File: src/rtl/fpnew_noncomp_sched_pkg.sv
// Shared types for the non-computational FP unit scheduler: the unit's operation,
// rounding, status and class-mask encodings, plus the requester-ID width helper.
package fpnew_noncomp_sched_pkg;

  localparam int unsigned SCHED_CNT_W  = 4;
  localparam int unsigned SCHED_STAT_W = 16;

  typedef enum logic [2:0] {
    RNE = 3'd0,
    RTZ = 3'd1,
    RDN = 3'd2,
    RUP = 3'd3,
    RMM = 3'd4,
    ROD = 3'd5,
    DYN = 3'd7
  } roundmode_e;

  typedef enum logic [3:0] {
    FMADD    = 4'd0,
    FNMSUB   = 4'd1,
    ADD      = 4'd2,
    MUL      = 4'd3,
    DIV      = 4'd4,
    SQRT     = 4'd5,
    SGNJ     = 4'd6,
    MINMAX   = 4'd7,
    CMP      = 4'd8,
    CLASSIFY = 4'd9,
    F2F      = 4'd10,
    F2I      = 4'd11,
    I2F      = 4'd12,
    CPKAB    = 4'd13,
    CPKCD    = 4'd14
  } operation_e;

  typedef struct packed {
    logic NV;
    logic DZ;
    logic OF;
    logic UF;
    logic NX;
  } status_t;

  typedef enum logic [9:0] {
    NEGINF     = 10'h001,
    NEGNORM    = 10'h002,
    NEGSUBNORM = 10'h004,
    NEGZERO    = 10'h008,
    POSZERO    = 10'h010,
    POSSUBNORM = 10'h020,
    POSNORM    = 10'h040,
    POSINF     = 10'h080,
    SNAN       = 10'h100,
    QNAN       = 10'h200
  } classmask_e;

  function automatic int unsigned sched_id_width(int unsigned num_req);
    return (num_req > 1) ? $clog2(num_req) : 1;
  endfunction

endpackage

File: src/rtl/fpnew_rr_arbiter.sv
// Combinational round-robin picker: first asserted request at or after rr_ptr_i,
// wrapping modulo NumReq.
module fpnew_rr_arbiter #(
  parameter int unsigned NumReq = 2,
  parameter int unsigned IdW    = 1
) (
  input  logic [NumReq-1:0] req_i,
  input  logic [IdW-1:0]    rr_ptr_i,
  output logic [IdW-1:0]    gnt_id_o,
  output logic              valid_o
);

  always_comb begin
    logic [IdW-1:0] idx;
    gnt_id_o = '0;
    valid_o  = 1'b0;
    idx      = '0;
    for (int unsigned off = 0; off < NumReq; off++) begin
      idx = IdW'((32'(rr_ptr_i) + off) % NumReq);
      if (!valid_o && req_i[idx]) begin
        valid_o  = 1'b1;
        gnt_id_o = idx;
      end
    end
  end

endmodule

File: src/rtl/fpnew_noncomp_sched.sv
// Round-robin sharing of one non-computational FP unit between NumReq requesters,
// with grant lock under backpressure, credit limiting and tag-based response routing.
// Optional statistics counters: FPNEW_NONCOMP_SCHED_STATS_EN.
module fpnew_noncomp_sched
  import fpnew_noncomp_sched_pkg::*;
#(
  parameter int unsigned NumReq         = 2,
  parameter int unsigned Width          = 32,
  parameter int unsigned MaxOutstanding = 4,
  localparam int unsigned IdW           = sched_id_width(NumReq)
) (
  input  logic                               clk_i,
  input  logic                               rst_ni,
  input  logic                               flush_i,
  input  logic [NumReq-1:0]                  req_valid_i,
  output logic [NumReq-1:0]                  req_ready_o,
  input  logic [NumReq-1:0][1:0][Width-1:0]  req_operands_i,
  input  logic [NumReq-1:0][1:0]             req_is_boxed_i,
  input  roundmode_e [NumReq-1:0]            req_rnd_mode_i,
  input  operation_e [NumReq-1:0]            req_op_i,
  input  logic [NumReq-1:0]                  req_op_mod_i,
  output logic [1:0][Width-1:0]              unit_operands_o,
  output logic [1:0]                         unit_is_boxed_o,
  output roundmode_e                         unit_rnd_mode_o,
  output operation_e                         unit_op_o,
  output logic                               unit_op_mod_o,
  output logic [IdW-1:0]                     unit_tag_o,
  output logic                               unit_in_valid_o,
  input  logic                               unit_in_ready_i,
  input  logic [Width-1:0]                   unit_result_i,
  input  status_t                            unit_status_i,
  input  logic                               unit_ext_bit_i,
  input  classmask_e                         unit_class_mask_i,
  input  logic                               unit_is_class_i,
  input  logic [IdW-1:0]                     unit_tag_i,
  input  logic                               unit_out_valid_i,
  output logic                               unit_out_ready_o,
  output logic [NumReq-1:0]                  rsp_valid_o,
  input  logic [NumReq-1:0]                  rsp_ready_i,
  output logic [Width-1:0]                   rsp_result_o,
  output status_t                            rsp_status_o,
  output logic                               rsp_ext_bit_o,
  output classmask_e                         rsp_class_mask_o,
  output logic                               rsp_is_class_o,
  output logic                               busy_o
`ifdef FPNEW_NONCOMP_SCHED_STATS_EN
  ,
  output logic [NumReq-1:0][SCHED_STAT_W-1:0] grant_cnt_o,
  output logic [SCHED_STAT_W-1:0]             stall_cnt_o
`endif
);

  typedef struct packed {
    logic [1:0][Width-1:0] operands;
    logic [1:0]            is_boxed;
    roundmode_e            rnd_mode;
    operation_e            op;
    logic                  op_mod;
  } sched_req_t;

  logic [IdW-1:0]         rr_ptr_q, rr_ptr_d;
  logic                   lock_q, lock_d;
  logic [IdW-1:0]         lock_id_q, lock_id_d;
  logic [SCHED_CNT_W-1:0] cnt_q, cnt_d;

  logic [IdW-1:0] arb_id, gnt;
  logic           arb_valid, gnt_valid;
  logic           issue_ok, issue_hs, retire_hs;
  sched_req_t     gnt_req;

  fpnew_rr_arbiter #(
    .NumReq (NumReq),
    .IdW    (IdW)
  ) i_arbiter (
    .req_i    (req_valid_i),
    .rr_ptr_i (rr_ptr_q),
    .gnt_id_o (arb_id),
    .valid_o  (arb_valid)
  );

  assign issue_ok  = (cnt_q < SCHED_CNT_W'(MaxOutstanding));
  assign gnt       = lock_q ? lock_id_q : arb_id;
  assign gnt_valid = lock_q ? req_valid_i[lock_id_q] : arb_valid;

  assign gnt_req.operands = req_operands_i[gnt];
  assign gnt_req.is_boxed = req_is_boxed_i[gnt];
  assign gnt_req.rnd_mode = req_rnd_mode_i[gnt];
  assign gnt_req.op       = req_op_i[gnt];
  assign gnt_req.op_mod   = req_op_mod_i[gnt];

  assign unit_operands_o = gnt_req.operands;
  assign unit_is_boxed_o = gnt_req.is_boxed;
  assign unit_rnd_mode_o = gnt_req.rnd_mode;
  assign unit_op_o       = gnt_req.op;
  assign unit_op_mod_o   = gnt_req.op_mod;
  assign unit_tag_o      = gnt;

  // Handshake outputs are qualified by rst_ni so they read 0 while reset is held.
  assign unit_in_valid_o  = rst_ni & !flush_i & issue_ok & gnt_valid;
  assign issue_hs         = unit_in_valid_o & unit_in_ready_i;
  assign unit_out_ready_o = rst_ni & rsp_ready_i[unit_tag_i];
  assign retire_hs        = unit_out_valid_i & unit_out_ready_o;

  always_comb begin
    req_ready_o = '0;
    for (int unsigned i = 0; i < NumReq; i++) begin
      req_ready_o[i] = rst_ni & !flush_i & issue_ok & unit_in_ready_i & (gnt == IdW'(i));
    end
  end

  always_comb begin
    rsp_valid_o = '0;
    for (int unsigned i = 0; i < NumReq; i++) begin
      rsp_valid_o[i] = rst_ni & unit_out_valid_i & (unit_tag_i == IdW'(i));
    end
  end

  assign rsp_result_o     = unit_result_i;
  assign rsp_status_o     = unit_status_i;
  assign rsp_ext_bit_o    = unit_ext_bit_i;
  assign rsp_class_mask_o = unit_class_mask_i;
  assign rsp_is_class_o   = unit_is_class_i;

  assign busy_o = (cnt_q != '0) | lock_q;

  always_comb begin
    rr_ptr_d  = rr_ptr_q;
    lock_d    = lock_q;
    lock_id_d = lock_id_q;
    cnt_d     = cnt_q;
    if (flush_i) begin
      lock_d = 1'b0;
      cnt_d  = '0;
    end else begin
      if (issue_hs) begin
        rr_ptr_d = (gnt == IdW'(NumReq - 1)) ? '0 : gnt + 1'b1;
        lock_d   = 1'b0;
      end else if (unit_in_valid_o) begin
        lock_d    = 1'b1;
        lock_id_d = gnt;
      end
      case ({issue_hs, retire_hs})
        2'b10:   cnt_d = cnt_q + 1'b1;
        2'b01:   cnt_d = cnt_q - 1'b1;
        default: cnt_d = cnt_q;
      endcase
    end
  end

  always_ff @(posedge clk_i or negedge rst_ni) begin
    if (!rst_ni) begin
      rr_ptr_q  <= '0;
      lock_q    <= 1'b0;
      lock_id_q <= '0;
      cnt_q     <= '0;
    end else begin
      rr_ptr_q  <= rr_ptr_d;
      lock_q    <= lock_d;
      lock_id_q <= lock_id_d;
      cnt_q     <= cnt_d;
    end
  end

`ifdef FPNEW_NONCOMP_SCHED_STATS_EN
  logic [NumReq-1:0][SCHED_STAT_W-1:0] grant_cnt_q;
  logic [SCHED_STAT_W-1:0]             stall_cnt_q;

  always_ff @(posedge clk_i or negedge rst_ni) begin
    if (!rst_ni) begin
      grant_cnt_q <= '0;
      stall_cnt_q <= '0;
    end else begin
      for (int unsigned i = 0; i < NumReq; i++) begin
        if (issue_hs && (gnt == IdW'(i)) && (grant_cnt_q[i] != '1)) begin
          grant_cnt_q[i] <= grant_cnt_q[i] + 1'b1;
        end
      end
      if ((|req_valid_i) && !issue_ok && (stall_cnt_q != '1)) begin
        stall_cnt_q <= stall_cnt_q + 1'b1;
      end
    end
  end

  assign grant_cnt_o = grant_cnt_q;
  assign stall_cnt_o = stall_cnt_q;
`endif

  a_tag_legal : assert property (@(posedge clk_i) disable iff (!rst_ni)
    unit_out_valid_i |-> (32'(unit_tag_i) < NumReq));
  a_rsp_has_credit : assert property (@(posedge clk_i) disable iff (!rst_ni)
    unit_out_valid_i |-> (cnt_q != '0));

endmodule

File: config.mk
export PLATFORM = sky130hd
export DESIGN_NAME = fpnew_noncomp_sched
export DESIGN_NICKNAME = d
export VERILOG_FILES = /design/src/rtl/fpnew_noncomp_sched_pkg.sv /design/src/rtl/fpnew_rr_arbiter.sv /design/src/rtl/fpnew_noncomp_sched.sv
export SDC_FILE = /design/constraint.sdc
export NUM_CORES = 1
export LEC_CHECK = 0
export ABC_AREA = 1
export BUFFER_PORTS_ARGS = -buffer_cell sky130_fd_sc_hd__buf_2
export CAP_MARGIN = 20
export CORE_AREA = 4 4 130 132
export DETAILED_ROUTE_END_ITERATION = 16
export DIE_AREA = 0 0 134 136
export HOLD_SLACK_MARGIN = 0.08
export PLACE_DENSITY = 0.54
export SLEW_MARGIN = 20
export SYNTH_ARGS = -nofsm -noshare
export SYNTH_HDL_FRONTEND = slang
export SYNTH_SLANG_ARGS = --single-unit
File: constraint.sdc
create_clock -name clk_i -period 3.3 [get_ports clk_i]
set_clock_uncertainty 0.15 [all_clocks]
set_input_delay 0.66 -clock clk_i [delete_from_list [all_inputs] [get_ports clk_i]]
set_output_delay 0.66 -clock clk_i [all_outputs]
set_load 0.01 [all_outputs]
### After elaboration in Yosys (flattened, before gate mapping)

Cells that the tools add are included.
W data, S select, Z words.

| cells by class | value |
|---|---|
| reductions and logical operators | 8 |
| mux-type cells | 30 |
| eq/ne operators | 2 |
| bitwise gates (word level) | 17 |
| $add $sub $neg | 4 |
| $lt $le $gt $ge | 6 |

Operators by type and width:

| cell | number |
|---|---|
| $mux W64 | 2 |
| $mux W1 | 20 |
| $and A1 B1 Y1 | 12 |
| $mux W4 | 3 |
| $lt A1 B2 Y1 const B | 5 |
| $pmux W4 S2 | 1 |
| $mux W3 | 2 |
| $reduce_bool A3 Y1 | 2 |
| $add A4 B1 Y4 const B | 1 |
| $lt A4 B3 Y1 const B | 1 |
| $mux W2 | 2 |
| $not A1 Y1 | 4 |
| $reduce_bool A4 Y1 | 1 |
| $sub A4 B1 Y4 const B | 1 |
| $reduce_and A3 Y1 | 1 |
| $add A1 B1 Y1 const B | 2 |
| $eq A2 B1 Y1 const B | 1 |
| $eq A2 B2 Y1 const B | 1 |
| $logic_not A1 Y1 | 2 |
| $reduce_and A2 Y1 | 1 |
| $logic_and A1 B1 Y1 | 1 |
| $or A1 B1 Y1 | 1 |

| word-level totals | value |
|---|---|
| bits in registers | 7 |
| output and inout bits | 131 |

### Longest topological paths before layout

| depth | value |
|---|---|
| depth after elaboration | 12 |
| gate-level depth with buffers | 17 |

### By module

A second synthesis with hierarchy kept.

| unflattened totals | value |
|---|---|
| cell total of the unflattened synthesis | 383 |
| area, all modules | 1,876.8 um2 |

By module, submodules not included:

| module | area an instance (um2) | cells each | sequential area each (um2) | instances |
|---|---|---|---|---|
| fpnew_noncomp_sched | 1,858.0 | 379 | 175.2 | 1 |
| fpnew_rr_arbiter | 18.8 | 4 | 0.0 | 1 |

### Worst setup path after synthesis

Ideal clock, no wire load.

| path | value |
|---|---|
| kind | input port to flip-flop |
| from | input port rst_ni |
| to | register cnt_q[3] |
| arrival | 2,130 ps |
| stages on the path | 16 |
| slack | 903 ps |
| path buffers | 0 |
| cell sequence | inv_2 -> nor2_1 -> nand2_1 -> nor2_4 -> nand2_2 -> nand2_4 -> inv_1 -> ha_1 -> a21oi_1 -> nand3b_1 -> nand2_1 -> inv_1 -> nand2_2 -> nand2_1 -> nand2_1 -> nand2_1 |

| between the ends | value |
|---|---|
| cells in the longest elaborated chain, start to end | 7 |
| elaborated cells between the ends (all ways) | 11 |
| those cells by class | eq/ne: 2; mux: 2; bitwise: 6; reduce/logical: 1 |

Ends and longest elaborated chain:

| what | RTL line | source |
|---|---|---|
| start, declared | fpnew_noncomp_sched.sv:13 | `input logic rst_ni,` |
| $and A1 B1 Y1 (3 in series) | fpnew_noncomp_sched.sv:99 | `assign unit_in_valid_o = rst_ni & !flush_i & issue_ok & gnt_valid;` |
| $and A1 B1 Y1 | fpnew_noncomp_sched.sv:100 | `assign issue_hs = unit_in_valid_o & unit_in_ready_i;` |
| $eq A2 B1 Y1 / $eq A2 B2 Y1 (equally long branches) | fpnew_noncomp_sched.sv:142 | `case ({issue_hs, retire_hs})` |
| $pmux W4 S2 | fpnew_noncomp_sched.sv:142 |  |
| $mux W4 | fpnew_noncomp_sched.sv:131 | `if (flush_i) begin` |
| end signal, assigned | fpnew_noncomp_sched.sv:160 | `cnt_q <= cnt_d;` |
| end, declared | fpnew_noncomp_sched.sv:64 | `logic [SCHED_CNT_W-1:0] cnt_q, cnt_d;` |

Parallel ways exist; a longest one is shown, timed or not.
A chain may end at the register's enable or synchronous reset.

### Worst setup path after layout

| path | value |
|---|---|
| from | input port req_valid_i[0] |
| to | output port unit_rnd_mode_o[0] |

| between the ends | value |
|---|---|
| cells in the longest elaborated chain, start to end | 9 |
| elaborated cells between the ends (all ways) | 12 |
| those cells by class | mux: 10; reduce/logical: 2 |

Ends and longest elaborated chain:

| what | RTL line | source |
|---|---|---|
| start, declared | fpnew_noncomp_sched.sv:15 | `input logic [NumReq-1:0] req_valid_i,` |
| $mux W1 (not written as such) (2 in series) | fpnew_rr_arbiter.sv:20 | `if (!valid_o && req_i[idx]) begin` |
| $mux W1 | fpnew_rr_arbiter.sv:20 |  |
| $logic_not A1 Y1 | fpnew_rr_arbiter.sv:20 |  |
| $logic_and A1 B1 Y1 | fpnew_rr_arbiter.sv:20 |  |
| $mux W1 * | fpnew_rr_arbiter.sv:20 |  |
| $mux W1 * | fpnew_noncomp_sched.sv:82 | `assign gnt = lock_q ? lock_id_q : arb_id;` |
| $mux W3 (not written as such) * (2 in series) | fpnew_noncomp_sched.sv:87 | `assign gnt_req.rnd_mode = req_rnd_mode_i[gnt];` |
| end, declared | fpnew_noncomp_sched.sv:24 | `output roundmode_e unit_rnd_mode_o,` |

Every way passes the cells marked *; elsewhere a longest branch is shown, timed or not. The select of a mux whose other input is x is not followed.

==> flow_summary_export.csv <==
group,metric,value,unit
status,outcome,"completed",
final_layout,number_of_diodes_added_for_antenna_fixing,0,
routing,num_vias,2722,
placed_design,post-dp-hpwl,7478,um
worst_setup_path,timing.rr.start,"cnt_q[3]",
cts,tritoncts.num_buffers,3,
worst_setup_path,timing.critical_path.cells,"buf_2, nand2_1, nand3_1, nand2_2, buf_12, nand2_1, nand2_1, buf_2",
placed_design,io_buffers,239,
final_layout,areaGrowthSynthToFinish,60.87,%
synthesis,yosys.cell_count.top_type,"sky130_fd_sc_hd__nand2_1",
worst_setup_path,cp_num_cells,8,
power_and_ir_drop,vdd.ir_drop.worst,0.0001436,V
worst_setup_path,cp_data_required_time,2.49,ns
cts,cts_tree,"yes",
synthesis,synthCells,368,
worst_setup_path,worst-r2r-cell-count,15,
global_routing,grt_overflow_total,0,
final_layout,post_route_cells_drive_above_1_share,46.73,%
cts,cts-hold-fix-buffers,0,
floorplanning,die-width,134,um
worst_setup_path,critPathTopFamily,"buffers and inverters",
final_layout,final.fill_count,1860,
synthesis,synthesis.nets,578,
cts,ctsResizeCount,0,
synthesis,synth_top_cells_by_count,"245 x sky130_fd_sc_hd__nand2_1, 53 x sky130_fd_sc_hd__buf_4, 14 x sky130_fd_sc_hd__inv_1",
cts,worst_skew_pair.late_latency,0.23,ns
timing,timing.final.hold_violations,0,
synthesis,ys_ff_latch,7,
routing,drc,0,
routing,post_drt_antenna_nets,0,
cts,tritoncts_num_sinks,7,
cts,clockRootBuffer,"sky130_fd_sc_hd__clkbuf_16",
timing,setup_total_negative_slack,0,ns
synthesis,synth.avg_cell_area,5.066,um^2
final_layout,layout.nets,761,
routing,detail_route.vias_per_cell,3.554,
global_routing,groute.usage.overall,8.175,%
floorplanning,fp-row-count,46,
synthesis,warning_count_from_the_yosys_run,0,
synthesis,synth-seq-area-share,9.396,%
worst_setup_path,timing.critical_path.arrival,1.72,ns
placed_design,finalWeightedCongestion,0.7365,
timing,max_freq,395.0,MHz
worst_setup_path,path_max_fanout,77,
synthesis,syn_area,1864,um^2
floorplanning,fp.dieArea,18220,um^2
cts,clk_pin_slew_worst_paths,0.04,ns
floorplanning,die-height,136,um
worst_setup_path,critPathLaunch,"req_valid_i[0]",
timing,crit_path_time_final,2.532,ns
synthesis,ys_dominant_reg_cell,"sky130_fd_sc_hd__dfrtp_1",
global_routing,via_count_of_the_first_global_routing_pass,2516,
worst_setup_path,cp_common_cell,"sky130_fd_sc_hd__nand2_1",
power_and_ir_drop,finalPower,0.8918,mW
timing,rsz_0062_raised_after_global_routing,"no",
routing,route.final.wire_length,8724,um
routing,drt_iter0_drc,82,
routing,drt_pass1_iterations,4,
worst_setup_path,cp-endpoint,"unit_rnd_mode_o[0]",
global_routing,antenna_found_initial,0,
worst_setup_path,ff2ff_setup_slack,0.93,ns
synthesis,ys_async_sr_fraction,100.0,%
cts,post-cts-setup-buffer-count,0,
worst_setup_path,timing.setup.critical_path_class,"in2out",
worst_setup_path,critPathCaptureType,"output port",
worst_setup_path,cp_num_buf_inv,3,
worst_setup_path,ff_to_ff_end,"cnt_q[3]",
worst_setup_path,sort_of_element_at_the_start_of_the_critical_path,"input pin",
power_and_ir_drop,total_leakage_power,2.025,nW
synthesis,synth_edf_count,0,
timing,max_slew_margin,70.38,%
global_routing,grt_max_degree,78,
timing,timing.final.crit_share,76.72,%
cts,clock_tree.buffer_depth,2,
synthesis,synth_top_cell_area_share,49.33,%
floorplanning,top_level_ports,338,
routing,routedWlPerCell,11.39,um
global_routing,global_route_wire_length_before_repair,12310,um
worst_setup_path,critical_path.slowest_cell,"sky130_fd_sc_hd__buf_12",
worst_setup_path,critical_path.max_stage_delay,0.29,ns
timing,timing_max_transition_violations_final,0,
timing,tightest_slew,0.4444,ns
floorplanning,core-area,15710,um^2
cts,clock_tree.htree_level_count,1,
synthesis,post-synth-top-area-cell,"sky130_fd_sc_hd__nand2_1",
floorplanning,initial_core_util,11.86,%
synthesis,yosysUniqueCellTypes,25,
power_and_ir_drop,power-per-cell-area,297.4,nW/um^2
flow_run,max-cap-violations,0,
synthesis,ys_top_cells_by_area,"sky130_fd_sc_hd__nand2_1 49%, sky130_fd_sc_hd__buf_4 21%, sky130_fd_sc_hd__dfrtp_1 9.4%",
worst_hold_path,min_path_type,"in2async",
timing,finalSetupViolations,0,
cells by family after synthesis:
group | synth area share (%)
compound gates | 2.618
xor+xnor | 0.4699
fa+ha+maj | 2.416
buf+inv | 27.52
flops | 9.396
simple gates | 57.58
metal layers:
layer / vias to the layer above / global-route usage (%) / share of wire [%]
met4: 0 / 2.286 / 1.8
met5: - / 0 / 0
li1: 1418 / - / -
met3: 18 / 2.776 / 12
met2: 165 / 14.80 / 50
met1: 1121 / 9.123 / 36
cell usage in the layout (no fill, tap or decap):
| cell type | synthesis | layout |
|---|---|---|
| sky130_fd_sc_hd__dfrtp_1 | 7 | 7 |
| sky130_fd_sc_hd__buf_2 | 8 | 239 |
| sky130_fd_sc_hd__fa_1 | 1 | 1 |
| sky130_fd_sc_hd__inv_2 | 2 | 2 |
| sky130_fd_sc_hd__a21oi_4 | 1 | 1 |
| sky130_fd_sc_hd__nand3_4 | 1 | 1 |
| sky130_fd_sc_hd__clkbuf_1 | 4 | 1 |
| sky130_fd_sc_hd__o31ai_1 | 1 | 1 |
| sky130_fd_sc_hd__xor2_1 | 1 | 1 |
| sky130_fd_sc_hd__nor2_2 | 1 | 1 |
| sky130_fd_sc_hd__buf_12 | 0 | 1 |
| sky130_fd_sc_hd__nand3b_1 | 1 | 1 |
| sky130_fd_sc_hd__nand4_1 | 4 | 4 |
| sky130_fd_sc_hd__o21ai_1 | 1 | 1 |
| sky130_fd_sc_hd__nand3_1 | 5 | 5 |
| sky130_fd_sc_hd__clkbuf_16 | 0 | 3 |
| sky130_fd_sc_hd__nor3_1 | 2 | 2 |
| sky130_fd_sc_hd__o21ai_0 | 2 | 2 |
| sky130_fd_sc_hd__inv_1 | 14 | 14 |
| sky130_fd_sc_hd__nand2_4 | 1 | 1 |
| sky130_fd_sc_hd__a21oi_1 | 2 | 2 |
| sky130_fd_sc_hd__nor2_1 | 4 | 4 |
| sky130_fd_sc_hd__nand2_1 | 245 | 245 |
| sky130_fd_sc_hd__ha_1 | 2 | 2 |
| sky130_fd_sc_hd__nor2_4 | 1 | 1 |
| sky130_fd_sc_hd__nand2_2 | 4 | 4 |
| sky130_fd_sc_hd__buf_4 | 53 | 3 |
where the power goes:
part	internal [mW]	switching, mW
logic	0.243	0.340
registers	0.0955	0.00815
clock network	0.161	0.0449
worst register-to-register path, cell delays in order (launching register included):
cell and delay [ns]:
sky130_fd_sc_hd__dfrtp_1 0.40, sky130_fd_sc_hd__nor2_2 0.15, sky130_fd_sc_hd__nand2_1 0.12, sky130_fd_sc_hd__nor2_4 0.15
sky130_fd_sc_hd__nand2_2 0.12, sky130_fd_sc_hd__nand2_4 0.12, sky130_fd_sc_hd__inv_1 0.09, sky130_fd_sc_hd__ha_1 0.32
sky130_fd_sc_hd__a21oi_1 0.21, sky130_fd_sc_hd__nand3b_1 0.10, sky130_fd_sc_hd__nand2_1 0.09, sky130_fd_sc_hd__inv_1 0.05
sky130_fd_sc_hd__nand2_2 0.04, sky130_fd_sc_hd__nand2_1 0.05, sky130_fd_sc_hd__nand2_1 0.06, sky130_fd_sc_hd__nand2_1 0.04
area by class of cell:
type	instances	area [um^2]	share of cell area [%]
Timing Repair Buffer	243	1239	41.30
Multi-Input combinational cell	280	1176	39.22
Tap cell	216	270.3	9.011
Sequential cell	7	175.2	5.841
Clock buffer	4	78.83	2.628
Inverter	16	60.06	2.003
state kept, by name, summed over array words and instances (netlist names):
register   cells
lock_q         1
rr_ptr_q       1
cnt_q          4
lock_id_q      1
worst min path at each step:
stage	slack (ns)	startpoint	to	cells after the start
after floorplan	0.21	rst_ni	cnt_q[0]	0
after global placement	0.36	rr_ptr_q	rr_ptr_q	2
after detailed placement	0.34	rr_ptr_q	rr_ptr_q	2
after CTS	0.21	rst_ni	lock_id_q	2
after global routing	0.22	rst_ni	lock_id_q	2
final	0.21	rst_ni	lock_id_q	2
metrics by stage:
step	worst slack [ns]	instance area [um^2]	cells	util, %	hold WS (ns)
floorplan	0.9027	1864	368	-	0.2144
global placement	0.6621	2920	762	18.59	0.3558
detailed placement	0.6119	2920	762	18.59	0.3417
CTS	0.7456	2999	766	19.09	0.2095
global route	0.6283	2999	766	19.09	0.2168
finish	0.7682	2999	766	19.09	0.2067
No activity file was read; power rests on OpenSTA's default activity.
